## config.mk

```make
export PLATFORM = sky130hd
export DESIGN_NAME = sync_adder_pipe
export DESIGN_NICKNAME = d
export VERILOG_FILES = /design/src/rtl/sync_adder_pipe.sv
export SDC_FILE = /design/constraint.sdc
export NUM_CORES = 1
export LEC_CHECK = 0
export ABC_AREA = 1
export BUFFER_PORTS_ARGS = -buffer_cell sky130_fd_sc_hd__clkbuf_2
export CAP_MARGIN = 20
export CORE_ASPECT_RATIO = 0.9
export CORE_MARGIN = 1
export CORE_UTILIZATION = 55
export CTS_BUF_LIST = sky130_fd_sc_hd__clkbuf_4 sky130_fd_sc_hd__clkbuf_8
export CTS_CLUSTER_DIAMETER = 200
export DETAILED_ROUTE_END_ITERATION = 10
export PLACE_DENSITY = 0.87
export SYNTH_ARGS = -nofsm -noshare
export SYNTH_HDL_FRONTEND = slang
export SYNTH_SLANG_ARGS = --single-unit
```

## constraint.sdc

```tcl
create_clock -name clk -period 2.3 [get_ports clk]
set_input_delay 0.23 -clock clk [delete_from_list [all_inputs] [get_ports clk]]
set_output_delay 0.23 -clock clk [all_outputs]
set_load 0.005 [all_outputs]
```

## src/rtl/sync_adder_pipe.sv

```systemverilog
// sync_adder_pipe: pipelined WIDTH-bit add/subtract, one CHUNK-bit ripple slice per stage.
// Define SYNC_ADDER_SAT_EN to saturate sum on signed overflow.
module sync_adder_pipe #(
  parameter int WIDTH = 8,
  parameter int CHUNK = 2
) (
  input  logic             clk,
  input  logic             rst_n,
  input  logic             ce,
  input  logic             in_valid,
  input  logic [WIDTH-1:0] a,
  input  logic [WIDTH-1:0] b,
  input  logic             cin,
  input  logic             sub,
  output logic [WIDTH-1:0] sum,
  output logic             cout,
  output logic             ovf,
  output logic             out_valid
);
  localparam int NSTG = WIDTH / CHUNK;
  logic [WIDTH-1:0] beff;
  logic             ceff;
  logic [NSTG-1:0]  vld;
  logic [NSTG-1:0]  sbp;
  logic [NSTG-1:0]  cr;
  logic [WIDTH-1:0] raw;
  logic             ovf_raw;
  assign beff = b ^ {WIDTH{sub}};
  assign ceff = cin ^ sub;
  // valid and sub flags travel alongside the op so cout can be un-inverted at the end
  always_ff @(posedge clk or negedge rst_n)
    if (!rst_n) begin
      vld <= '0;
      sbp <= '0;
    end else if (ce) begin
      vld[0] <= in_valid;
      sbp[0] <= sub;
      for (int j = 1; j < NSTG; j++) begin
        vld[j] <= vld[j-1];
        sbp[j] <= sbp[j-1];
      end
    end
  for (genvar k = 0; k < NSTG; k++) begin : g_stg
    localparam int D = NSTG - k;
    logic [CHUNK-1:0] ak, bk;
    logic             ck;
    logic [CHUNK:0]   t;
    logic [CHUNK-1:0] q [D];
    logic             c_q;
    if (k == 0) begin : g_in
      assign ak = a[CHUNK-1:0];
      assign bk = beff[CHUNK-1:0];
      assign ck = ceff;
    end else begin : g_skew
      logic [CHUNK-1:0] sa [k];
      logic [CHUNK-1:0] sb [k];
      always_ff @(posedge clk or negedge rst_n)
        if (!rst_n) begin
          for (int j = 0; j < k; j++) begin
            sa[j] <= '0;
            sb[j] <= '0;
          end
        end else if (ce) begin
          sa[0] <= a[k*CHUNK +: CHUNK];
          sb[0] <= beff[k*CHUNK +: CHUNK];
          for (int j = 1; j < k; j++) begin
            sa[j] <= sa[j-1];
            sb[j] <= sb[j-1];
          end
        end
      assign ak = sa[k-1];
      assign bk = sb[k-1];
      assign ck = cr[k-1];
    end
    assign t = {1'b0, ak} + {1'b0, bk} + {{CHUNK{1'b0}}, ck};
    // q[0] is the stage register; the rest de-skew this chunk to line up with the MSB chunk
    always_ff @(posedge clk or negedge rst_n)
      if (!rst_n) begin
        c_q <= 1'b0;
        for (int j = 0; j < D; j++) q[j] <= '0;
      end else if (ce) begin
        c_q  <= t[CHUNK];
        q[0] <= t[CHUNK-1:0];
        for (int j = 1; j < D; j++) q[j] <= q[j-1];
      end
    assign cr[k] = c_q;
    assign raw[k*CHUNK +: CHUNK] = q[D-1];
    if (k == NSTG - 1) begin : g_ovf
      logic o_q;
      always_ff @(posedge clk or negedge rst_n)
        if (!rst_n) o_q <= 1'b0;
        else if (ce) o_q <= ak[CHUNK-1] ^ bk[CHUNK-1] ^ t[CHUNK-1] ^ t[CHUNK];
      assign ovf_raw = o_q;
    end
  end
  assign out_valid = vld[NSTG-1];
  assign cout      = cr[NSTG-1] ^ sbp[NSTG-1];
  assign ovf       = ovf_raw;
`ifdef SYNC_ADDER_SAT_EN
  // on overflow the raw MSB carry-out is the sign of the true result
  assign sum = ovf_raw ? {cr[NSTG-1], {(WIDTH-1){~cr[NSTG-1]}}} : raw;
`else
  assign sum = raw;
`endif
endmodule

```

Word level (Yosys, flattened, before mapping)

Index checks and enable logic that the tools add are counted.

Flip-flop bits (word level): 57
Latch bits: 0
RAM bits: 0
Memory bits (read-only): 0
Output and inout port bits: 11
Memories: 0

Add/subtract/negate cells: 8
Multiply operators: 0
Div/mod/pow operators: 0
Magnitude comparators: 0
Equality and inequality tests: 0
Shift operators: 0
Multiplexer cells: 0
Bitwise logic cells: 6
Reductions and logical operators: 0

Operators by type and width:

| operator             | number |
|---|---|
| adder 2 x 2 -> 3 bit | 4 |
| adder 3 x 1 -> 3 bit | 4 |
| bitwise XOR 8 bit    | 1 |
| bitwise XOR 1 bit    | 5 |

Logic depth before layout (Yosys ltp)

Gate-level depths: netlist of run 1.

Word-level depth: 4
Gate-level depth with buffers: 8
Mapped depth without buffers: 8

Worst setup path after synthesis of run 1

OpenSTA, ideal clock, no wires.

Kind: input to register
Start: in sub
End: reg g_stg[0].q[7] in the netlist's numbering
Arrival time: 1488 ps
Slack: 696 ps
Stages on the path: 7
Path buffers: 1
Cells stage by stage: buf_4 -> xnor2_1 -> fa_1 -> inv_1 -> fa_1 -> nand2_1 -> nand2_1

Word-level cells in the longest chain between the ends: 3

RTL lines:

| what                    | line | RTL |
|---|---|---|
| from (decl)             | 14   | `input logic sub,` |
| bitwise XOR 8 bit       | 28   | `assign beff = b ^ {WIDTH{sub}};` |
| adder 2 x 2 -> 3 bit    | 75   | `assign t = {1'b0, ak} + {1'b0, bk} + {{CHUNK{1'b0}}, ck};` |
| adder 3 x 1 -> 3 bit *  | 75   |  |
| named net g_stg[0].t[1] | 47   | `logic [CHUNK:0] t;` |
| to (decl)               | 48   | `logic [CHUNK-1:0] q [D];` |

The timed path passes the listed nets; every way through them passes the cells marked *.
A chain may end at the register's enable or synchronous reset.

Worst setup path in the final report of run 1

Start: reg g_stg[2].c_q
End: reg g_stg[3].g_ovf.o_q (netlist: ovf)

Word-level cells in the longest chain between the ends: 3

RTL lines:

| what                   | line | RTL |
|---|---|---|
| from (decl)            | 49   | `logic c_q;` |
| from (signal assigned) | 82   | `c_q <= t[CHUNK];` |
| adder 3 x 1 -> 3 bit * | 75   |  |
| bitwise XOR 1 bit      | 92   | `else if (ce) o_q <= ak[CHUNK-1] ^ bk[CHUNK-1] ^ t[CHUNK-1] ^ t[CHUNK];` |
| bitwise XOR 1 bit *    | 92   |  |
| to (signal assigned)   | 92   |  |
| to (decl)              | 89   | `logic o_q;` |

Mark *: on every way between the ends. The rest lies on a longest branch, timed or not.

==> key figures, run 1 <==
Placed design
  • Pre-CTS setup slack: 0.506 ns
  • GP Congestion: 0.788
  • PortBufs: 32
  • Detailed Place HPWL: 2.60 mm

STA
  • Min Tclk post-route: 1.70 ns
  • Worst rel slew slack: 53.6%
  • Max-slew violation count: 0
  • Worst Skew: 0.00440 ns
  • Setup ws final: 0.597 ns
  • FMAX: 0.587 GHz
  • Hold slack: 0.0461 ns
  • Tightest Pin Transition: 0.696 ns
  • RSZ-0062 raised after global routing: false
  • Sum Neg Setup Slack: 0 ns
  • Final Hold Vio Count: 0
  • Final worst path period share: 74.0%
  • Final setup viols: 0

Finish
  • Final core utilization: 63.9%
  • Fin nets: 327
  • Share of layout cells above drive strength 1: 17.6%
  • Area growth syn-to-layout: 11.7%
  • Most frequent cells in the layout: nand2_1 (123), dfrtp_1 (57), clkbuf_2 (32)
  • Most common cell after layout, fill and taps aside: nand2_1
  • Ant. Diodes: 0

Floorplanning
  • Core area: 4430 um^2
  • IO Pins: 33
  • Die area: 4880 um^2
  • DIE WIDTH: 73.6 um
  • Rows: 23
  • Die Ht: 66.4 um
  • Starting Density: 57.2%

Worst setup path
  • Cell Chain, Critical Path: inv_1, fa_1, fa_1, nand2_1, inv_2, nand3_2, nand3_1
  • WP data arrival: 1.95 ns
  • Critical Path Source: g_stg[2].c_q
  • Crit path max fanout: 2
  • Worst Setup End Kind: flip-flop
  • CP most frequent cell: fa_1
  • CP Class: reg -> reg
  • CP max stage delay: 0.51 ns
  • Worst Setup Start Kind: flip-flop
  • CP required: 2.55 ns
  • Slowest CP cell: fa_1
  • Reg-to-reg startpoint: g_stg[2].c_q

CTS
  • Setup bufs post-CTS: 0
  • CTS resizes: 0
  • Sink Count: 57
  • H-tree levels: 3
  • Clk buf depth: 2
  • CTS Buf Count: 9
  • CTS root buffer: clkbuf_8
  • Hold-fix buffers, CTS: 0
  • Worst-path clk slew: 0.06 ns
  • Skew-Pair Late Insertion Delay: 0.32 ns
  • CTS tree: built

Detailed routing
  • # DRC: 0
  • Vias post-DR: 1729
  • Antenna-violating nets left: 0
  • Via density: 4.76
  • WL final: 4.13 mm
  • Iteration-0 DRC Markers: 110
  • WL per Instance: 11.4 um
  • Router iterations before antenna repair: 4

Pwr
  • Worst VDD drop: 0.000535 V
  • Leak: 1.52 nW
  • Pwr Density: 907 nW/um^2
  • Design Power: 0.00257 W

GRT
  • First-pass GRT wire length: 7.04 mm
  • Initial antenna violation count: 0
  • Overflow after GRT: 0
  • Pin count of the biggest net entering global routing: 58
  • Vias in the first global route: 1542
  • All-layer global routing usage: 19.8%

Synth
  • Synth warn: 0
  • Library cells used by synthesis: 17
  • Syn Nets: 301
  • Synth Instances: 270
  • Sequential area share after synthesis: 56.3%
  • Post-synthesis register bit count: 57
  • Top area cells in the synthesized netlist: dfrtp_1 (56%), nand2_1 (18%), fa_1 (6.3%)
  • Synthesized area per cell: 9.39 um^2
  • Biggest area consumer among synthesized cells: dfrtp_1
  • Netlist area before placement: 2530 um^2
  • Synth top area share: 56.3%

Flow run
  • Max-Cap Viols: 0

Outcome
  • Status: completed

Worst hold path
  • Worst hold-check path type: in -> async
-- layer usage --
| metal | wire [um] | GRT usage, % | share of wire [%] |
|---|---|---|---|
| met1 | 1900 | 27.3 | 46 |
| met3 | 157 | 5.95 | 3.8 |
| met2 | 2040 | 29.6 | 49 |
| met5 | 0 | 0 | 0 |
| met4 | 42 | 7.21 | 1.0 |
-- power breakdown --
part / switching (W) / internal, W
Clock: 0.000365 / 0.000518
Sequential: 0.0000873 / 0.00118
Combinational: 0.000242 / 0.000178
-- worst max-delay path, delay by kind of cell, from the launching register on --
family / cells / cell delay (ns)
adders and majority gates: 2 / 0.95
buffers and inverters: 2 / 0.14
DFF: 1 / 0.35
and+or+nand+nor: 3 / 0.20
-- sequential cells by signal (all words and copies together), names as in the netlist --
register and flops:
ovf 1, sum 6, g_stg.g_skew.sb 6, g_stg.c_q 4, vld 4, g_stg.g_skew.sa 6
g_stg.ak 6, g_stg.q 14, g_stg.bk 6, sbp 4
-- final cells by class --
| class | instances | area (um^2) |
|---|---|---|
| multi-input combinational | 171 | 868 |
| inverter | 23 | 88.8 |
| clock buffer | 14 | 186 |
| fill | 374 | 1600 |
| clock inverter | 2 | 10.0 |
| sequential | 57 | 1430 |
| timing repair buffer | 34 | 175 |
| tap | 62 | 77.6 |
-- metrics by stage --
| step | area, um^2 | instances |
|---|---|---|
| after floorplan | 2530 | 270 |
| after global placement | 2640 | 347 |
| after detailed placement | 2640 | 347 |
| after CTS | 2830 | 363 |
| after global routing | 2830 | 363 |
| final | 2830 | 363 |
-- cell families (layout without fill, tap and decap cells) --
logic type | after synthesis | after routing | share of synthesized area, %
AO/OA/AOI/OAI | 24 | 24 | 4.74
XOR/XNOR | 10 | 10 | 3.46
adder cells (fa/ha/maj) | 9 | 9 | 6.81
buffers and inverters | 42 | 73 | 9.48
flip-flops | 57 | 57 | 56.3
AND/OR/NAND/NOR | 128 | 128 | 19.2
-- final timing paths --
path	end	slack [ns]	cells past startpoint
setup / recovery	ovf	0.60	7
hold / removal	g_stg[3].ak[0]	0.05	2
setup reg to reg	ovf	0.60	7
hold reg to reg	sum[3]	0.47	2
max in group asynchronous	sum[2]	1.80	2
min in group clk	vld[0]	0.11	3
-- cell usage after synthesis, drive strengths merged --
| cell type | count |
|---|---|
| xor2 | 8 |
| nor2 | 3 |
| nand3 | 2 |
| ha | 1 |
| dfrtp | 57 |
| fa | 8 |
| inv | 23 |
| buf | 19 |
| nand2 | 123 |
| xnor2 | 2 |
| o21ai | 24 |
Note: power is estimated with default switching activity, not from simulation.
==> run 2: changes to the inputs <==
Settings changed: ABC_AREA 1 to 0.
Clock period 2.3 ns to 1.59 ns, I/O delays scaled along.
==> key figures, run 2 <==
Synth
  • Post-synth EDFFs: 0
  • Top area cells in the synthesized netlist: dfrtp_1 (56%), mux2_4 (9.4%), fa_1 (6.3%)
  • Synth top area share: 55.7%
  • Synth warn: 0
  • Most used DFF post-synth: dfrtp_1
  • Synthesized area per cell: 13.3 um^2
  • Syn Nets: 223
  • Post-synthesis register bit count: 57
  • Netlist area before placement: 2560 um^2
  • Commonest cells in the netlist: dfrtp_1 (57), inv_1 (25), mux2_4 (16)
  • Most frequent cell after synthesis: dfrtp_1
  • Synth Instances: 192
  • Biggest area consumer among synthesized cells: dfrtp_1
  • Library cells used by synthesis: 18
  • Async SR Flop Fraction: 100%
  • Sequential area share after synthesis: 55.7%

Detailed routing
  • Vias post-DR: 1378
  • # DRC: 0
  • Via density: 4.75
  • Router iterations before antenna repair: 4
  • WL final: 3.92 mm
  • Antenna-violating nets left: 0
  • WL per Instance: 13.5 um
  • Iteration-0 DRC Markers: 21

Floorplanning
  • IO Pins: 33
  • Core area: 4460 um^2
  • Die area: 4930 um^2
  • DIE WIDTH: 73.9 um
  • Rows: 23
  • Starting Density: 57.4%
  • Die Ht: 66.7 um

GRT
  • Vias in the first global route: 1394
  • All-layer global routing usage: 18.7%
  • First-pass GRT wire length: 6.42 mm
  • Pin count of the biggest net entering global routing: 76
  • Overflow after GRT: 0
  • Initial antenna violation count: 0

Pwr
  • Power share of the clock group: 31.8%
  • Pwr Density: 1480 nW/um^2
  • Worst VDD drop: 0.000664 V
  • Comb pwr share: 22.4%
  • Cell-internal power: 0.00329 W
  • Switch share: 25.5%
  • Leak: 1.47 nW
  • Sequential power share: 45.8%
  • Switching pwr: 0.00113 W

Finish
  • Area growth syn-to-layout: 16.4%
  • Ant. Diodes: 0
  • Final instance area: 2980 um^2
  • Most frequent cells in the layout: dfrtp_1 (57), clkbuf_2 (31), inv_1 (24)
  • Share of layout cells above drive strength 1: 38.2%
  • Multi-input gate area: 950 um^2
  • Top reg by flops: g_stg.q
  • Fillers: 334
  • Fin nets: 255
  • Most common cell after layout, fill and taps aside: dfrtp_1
  • Final cell count without fillers: 290
  • FF/Latch Area: 1430 um^2
  • Max reg flops: 14

CTS
  • CTS Buf Count: 9
  • Clk buf depth: 2
  • Sink Count: 57
  • CTS root buffer: clkbuf_8
  • Skew-Pair Late Insertion Delay: 0.33 ns
  • Setup bufs post-CTS: 0
  • CTS tree: built
  • Worst-path clk slew: 0.06 ns
  • H-tree levels: 3

STA
  • Worst rel slew slack: 74.2%
  • Max-slew violation count: 0
  • Worst Skew: 0.00390 ns
  • Final worst path period share: 120%
  • Min Tclk post-route: 1.91 ns
  • Final setup viols: 1
  • FMAX: 0.525 GHz
  • Setup ws final: -0.316 ns
  • Tightest Pin Transition: 0.387 ns
  • RSZ-0062 raised after global routing: true
  • Hold slack: 0.0484 ns
  • Final Hold Vio Count: 0

Worst setup path
  • R2R cell count: 5
  • CP Class: reg -> reg
  • Worst Setup Start Kind: flip-flop
  • WP data arrival: 2.12 ns
  • Reg2reg end: ovf
  • Crit path max fanout: 2
  • Worst Setup End Kind: flip-flop
  • Worst reg-to-reg setup slack: -0.32 ns
  • Reg-to-reg startpoint: g_stg[3].bk[0]
  • CP required: 1.81 ns

Worst hold path
  • Worst hold-check path type: in -> reg
  • Endpoint, Worst Hold: g_stg[1].ak[1]
  • HP Start: a[3]
  • Worst Hold Depth: 3

Flow run
  • Max-Cap Viols: 0

Placed design
  • Placed cell count: 274
  • Placed cell area: 2750 um^2
  • Pre-CTS setup slack: -0.341 ns
  • Detailed Place HPWL: 2.59 mm
  • PortBufs: 32
  • GP Congestion: 0.773

Outcome
  • Failing checks: negative setup slack
  • Status: finished, violations left
[run 2: cell types whose count changed after synthesis, moves of 4 or more]
cell / delta
nand2_1: -112
mux2_4: +16
mux2_2: +14
mux2i_1: +9
o21ai_1: -9
a21oi_1: +7
xnor2_1: +6
xor2_1: -6
inv_1: +4
nor2_1: +4
o21ai_0: -4
[run 2: cell families (layout without fill, tap and decap cells)]
family | count (synthesis) | count (layout) | share of synthesized area, %
flip-flops | 57 | 57 | 55.7
buffers and inverters | 40 | 76 | 7.97
multiplexers | 39 | 39 | 19.1
AO/OA/AOI/OAI | 18 | 18 | 3.52
AND/OR/NAND/NOR | 18 | 18 | 2.64
XOR/XNOR | 11 | 11 | 4.35
adder cells (fa/ha/maj) | 9 | 9 | 6.74
[run 2: worst max-delay path, cell delays in order, from the launching register on]
cell and delay [ns]:
dfrtp_1 0.34, inv_2 0.05, fa_2 0.38, fa_2 0.55, xor3_1 0.22, mux2_4 0.26
[run 2: final cells by class]
| class | count | share of cell area, % |
|---|---|---|
| repair buffers | 36 | 7.31 |
| well taps | 62 | 2.60 |
| clock inverters | 2 | 1.18 |
| inverters | 25 | 3.15 |
| flip-flops and latches | 57 | 47.9 |
| multi-input cells | 95 | 31.9 |
| clock buffers | 13 | 6.01 |
[run 2: how the worst max path moves through the flow]
stage	end	slack, ns	cells past startpoint	start
4_1_cts	ovf	-0.33	5	g_stg[3].bk[0]
5_1_grt	ovf	-0.36	5	g_stg[3].bk[0]
3_3_place_gp	ovf	-0.29	5	g_stg[3].bk[0]
2_1_floorplan	ovf	-0.28	5	g_stg[3].bk[0]
3_5_place_dp	ovf	-0.34	5	g_stg[3].bk[0]
6_report	ovf	-0.32	5	g_stg[3].bk[0]
[run 2: per-stage QoR]
| step | TNS, ns | util [%] | power (W) |
|---|---|---|---|
| 5_1_grt | -0.364 | 66.8 | 0.00469 |
| 3_5_place_dp | -0.467 | 61.7 | 0.00304 |
| 6_report | -0.316 | 66.8 | 0.00442 |
| 3_3_place_gp | -0.351 | 61.7 | 0.00297 |
| 2_1_floorplan | -0.276 | - | 0.00277 |
| 4_1_cts | -0.326 | 66.7 | 0.00448 |
[run 2: power groups by stage]
stage	Combinational, W	Clock (W)	Sequential, W
2_1_floorplan	0.000777	0	0.00199
6_report	0.000988	0.00141	0.00203
5_1_grt	0.00112	0.00150	0.00207
3_3_place_gp	0.000938	0	0.00203
3_5_place_dp	0.000995	0	0.00205
4_1_cts	0.00101	0.00144	0.00203
[run 2: per-layer routing]
metal	global-route usage (%)	wire, um	vias up
met3	8.62	192	6
met5	0	0	-
li1	-	-	669
met1	24.4	1840	668
met4	6.49	43	0
met2	27.3	1840	35
[run 2: repair_timing]
action,in CTS,in global routing
endpoints found under the hold margin,57,0
resized for setup,1,1
hold buffers,1,0
pin swaps,1,0
setup endpoints to repair,2,2
==> run 3: changes to the inputs <==
Settings changed: CORE_UTILIZATION 55 to 30, CTS_CLUSTER_DIAMETER 200 to default, PLACE_DENSITY 0.87 to 0.58.
==> key figures, run 3 (synthesized netlist as in run 2, its figures left out) <==
STA
  • Final worst path period share: 119%
  • Min Tclk post-route: 1.90 ns
  • Setup ws final: -0.307 ns
  • Tightest Pin Transition: 0.376 ns
  • Final Hold Vio Count: 0
  • Sum Neg Setup Slack: -0.307 ns
  • Worst Skew: 0.00518 ns
  • FMAX: 0.527 GHz
  • Final setup viols: 1
  • Hold slack: 0.0477 ns
  • Max-slew violation count: 0
  • RSZ-0062 raised after global routing: true
  • Worst rel slew slack: 74.9%

Worst setup path
  • Crit path max fanout: 2
  • WP data arrival: 2.10 ns
  • CP Class: reg -> reg
  • Critical Path Source: g_stg[2].c_q
  • Reg-to-reg startpoint: g_stg[2].c_q
  • Worst Setup Start Kind: flip-flop
  • CP required: 1.80 ns
  • Worst Setup End Kind: flip-flop
  • R2R cell count: 5

Pwr
  • Switch share: 25.8%
  • Cell-internal power: 0.00309 W
  • Pwr Density: 1390 nW/um^2
  • Switching pwr: 0.00107 W
  • Power share of the clock group: 28.3%
  • Worst VDD drop: 0.000403 V
  • Sequential power share: 48.6%
  • Leak: 1.46 nW
  • Comb pwr share: 23.1%

Finish
  • Top reg by flops: g_stg.q
  • Most frequent cells in the layout: dfrtp_1 (57), clkbuf_2 (31), inv_1 (23)
  • Area growth syn-to-layout: 16.7%
  • Max reg flops: 14
  • Fin nets: 256
  • Ant. Diodes: 0
  • Most common cell after layout, fill and taps aside: dfrtp_1
  • Share of layout cells above drive strength 1: 37.7%
  • Final instance area: 2990 um^2

CTS
  • Clk buf depth: 2
  • H-tree levels: 3
  • CTS Buf Count: 9
  • CTS root buffer: clkbuf_8
  • Skew-Pair Late Insertion Delay: 0.32 ns
  • Worst-path clk slew: 0.06 ns
  • Sink Count: 57
  • CTS tree: built

Floorplanning
  • Starting Density: 31.4%
  • DIE WIDTH: 99.4 um
  • IO Pins: 33
  • Rows: 31
  • Die area: 8910 um^2
  • Die Ht: 89.6 um
  • Core area: 8150 um^2

Flow run
  • Max-Cap Viols: 0

GRT
  • All-layer global routing usage: 10.5%
  • Pin count of the biggest net entering global routing: 76
  • Overflow after GRT: 0
  • First-pass GRT wire length: 6.87 mm
  • Initial antenna violation count: 0
  • Vias in the first global route: 1404

Outcome
  • Status: finished, violations left
  • Failing checks: negative setup slack

Worst hold path
  • HP Start: a[3]
  • Worst Hold Depth: 3
  • Worst hold-check path type: in -> reg

Detailed routing
  • WL final: 3.93 mm
  • Antenna-violating nets left: 0
  • # DRC: 0
  • Via density: 4.12
  • WL per Instance: 12.0 um
  • Router iterations before antenna repair: 4
  • Vias post-DR: 1348
  • Iteration-0 DRC Markers: 83

Placed design
  • Placed cell area: 2800 um^2
  • GP Congestion: 0.694
  • PortBufs: 32
  • Detailed Place HPWL: 2.58 mm
-- run 3: cell types whose count changed in the layout (fill, tap and decap cells not counted) --
cell and change:
buf_4 +1, bufinv_16 -1, clkbuf_4 +3, clkbuf_8 -2, clkinv_2 -1, fa_1 +2
fa_2 -2, inv_1 -1, inv_2 +1
-- run 3: path summary, 6_finish.rpt --
path	endpoint	slack, ns
worst max-delay path	ovf	-0.31
worst min-delay path	g_stg[1].ak[1]	0.05
worst min register to register	g_stg[2].bk[1]	0.48
min in group asynchronous	g_stg[3].c_q	0.36
worst max register to register	ovf	-0.31
max in group asynchronous	g_stg[2].ak[0]	0.96
-- run 3: power by group through the flow --
stage                     registers, W  logic [W]  clock network, W
after floorplan                0.00199   0.000777                 0
after detailed placement       0.00205   0.000984                 0
after CTS                      0.00203   0.000994           0.00124
after global placement         0.00204   0.000955                 0
final                          0.00202   0.000964           0.00118
after global routing           0.00208    0.00109           0.00131
-- run 3: per-stage QoR --
stage | worst slack, ns | cells | utilization (%) | power [W]
5_1_grt | -0.364 | 327 | 36.7 | 0.00448
2_1_floorplan | -0.276 | 192 | - | 0.00277
6_report | -0.307 | 327 | 36.7 | 0.00417
4_1_cts | -0.323 | 327 | 36.7 | 0.00426
3_3_place_gp | -0.298 | 312 | 34.4 | 0.00300
3_5_place_dp | -0.352 | 312 | 34.4 | 0.00304
-- run 3: layer usage --
| layer | vias to the layer above | GRT usage (%) | wire [um] |
|---|---|---|---|
| li1 | 670 | - | - |
| met1 | 645 | 13.3 | 1900 |
| met2 | 25 | 15.1 | 1760 |
| met3 | 8 | 4.72 | 190 |
| met4 | 0 | 5.61 | 77 |
| met5 | - | 0 | 0 |
-- run 3: final cells by class --
class,instances,area [um^2]
Tap cell,99,124
Inverter,25,93.8
Multi-Input combinational cell,95,945
Fill cell,796,5160
Clock buffer,14,174
Sequential cell,57,1430
Timing Repair Buffer,37,225
-- run 3: worst max-delay path, stage by stage (launching register included) --
cell,delay (ns)
dfrtp_1,0.33
inv_2,0.05
fa_2,0.39
fa_2,0.55
xor3_1,0.21
mux2_4,0.27
-- run 3: timing repair --
item / in CTS / in global routing
endpoints found under the setup margin: 1 / 1
pin swaps: 2 / 1
gates resized for setup: 1 / 0
endpoints found under the hold margin: 57 / 0
hold buffers: 1 / 0
setup buffers: 0 / 0
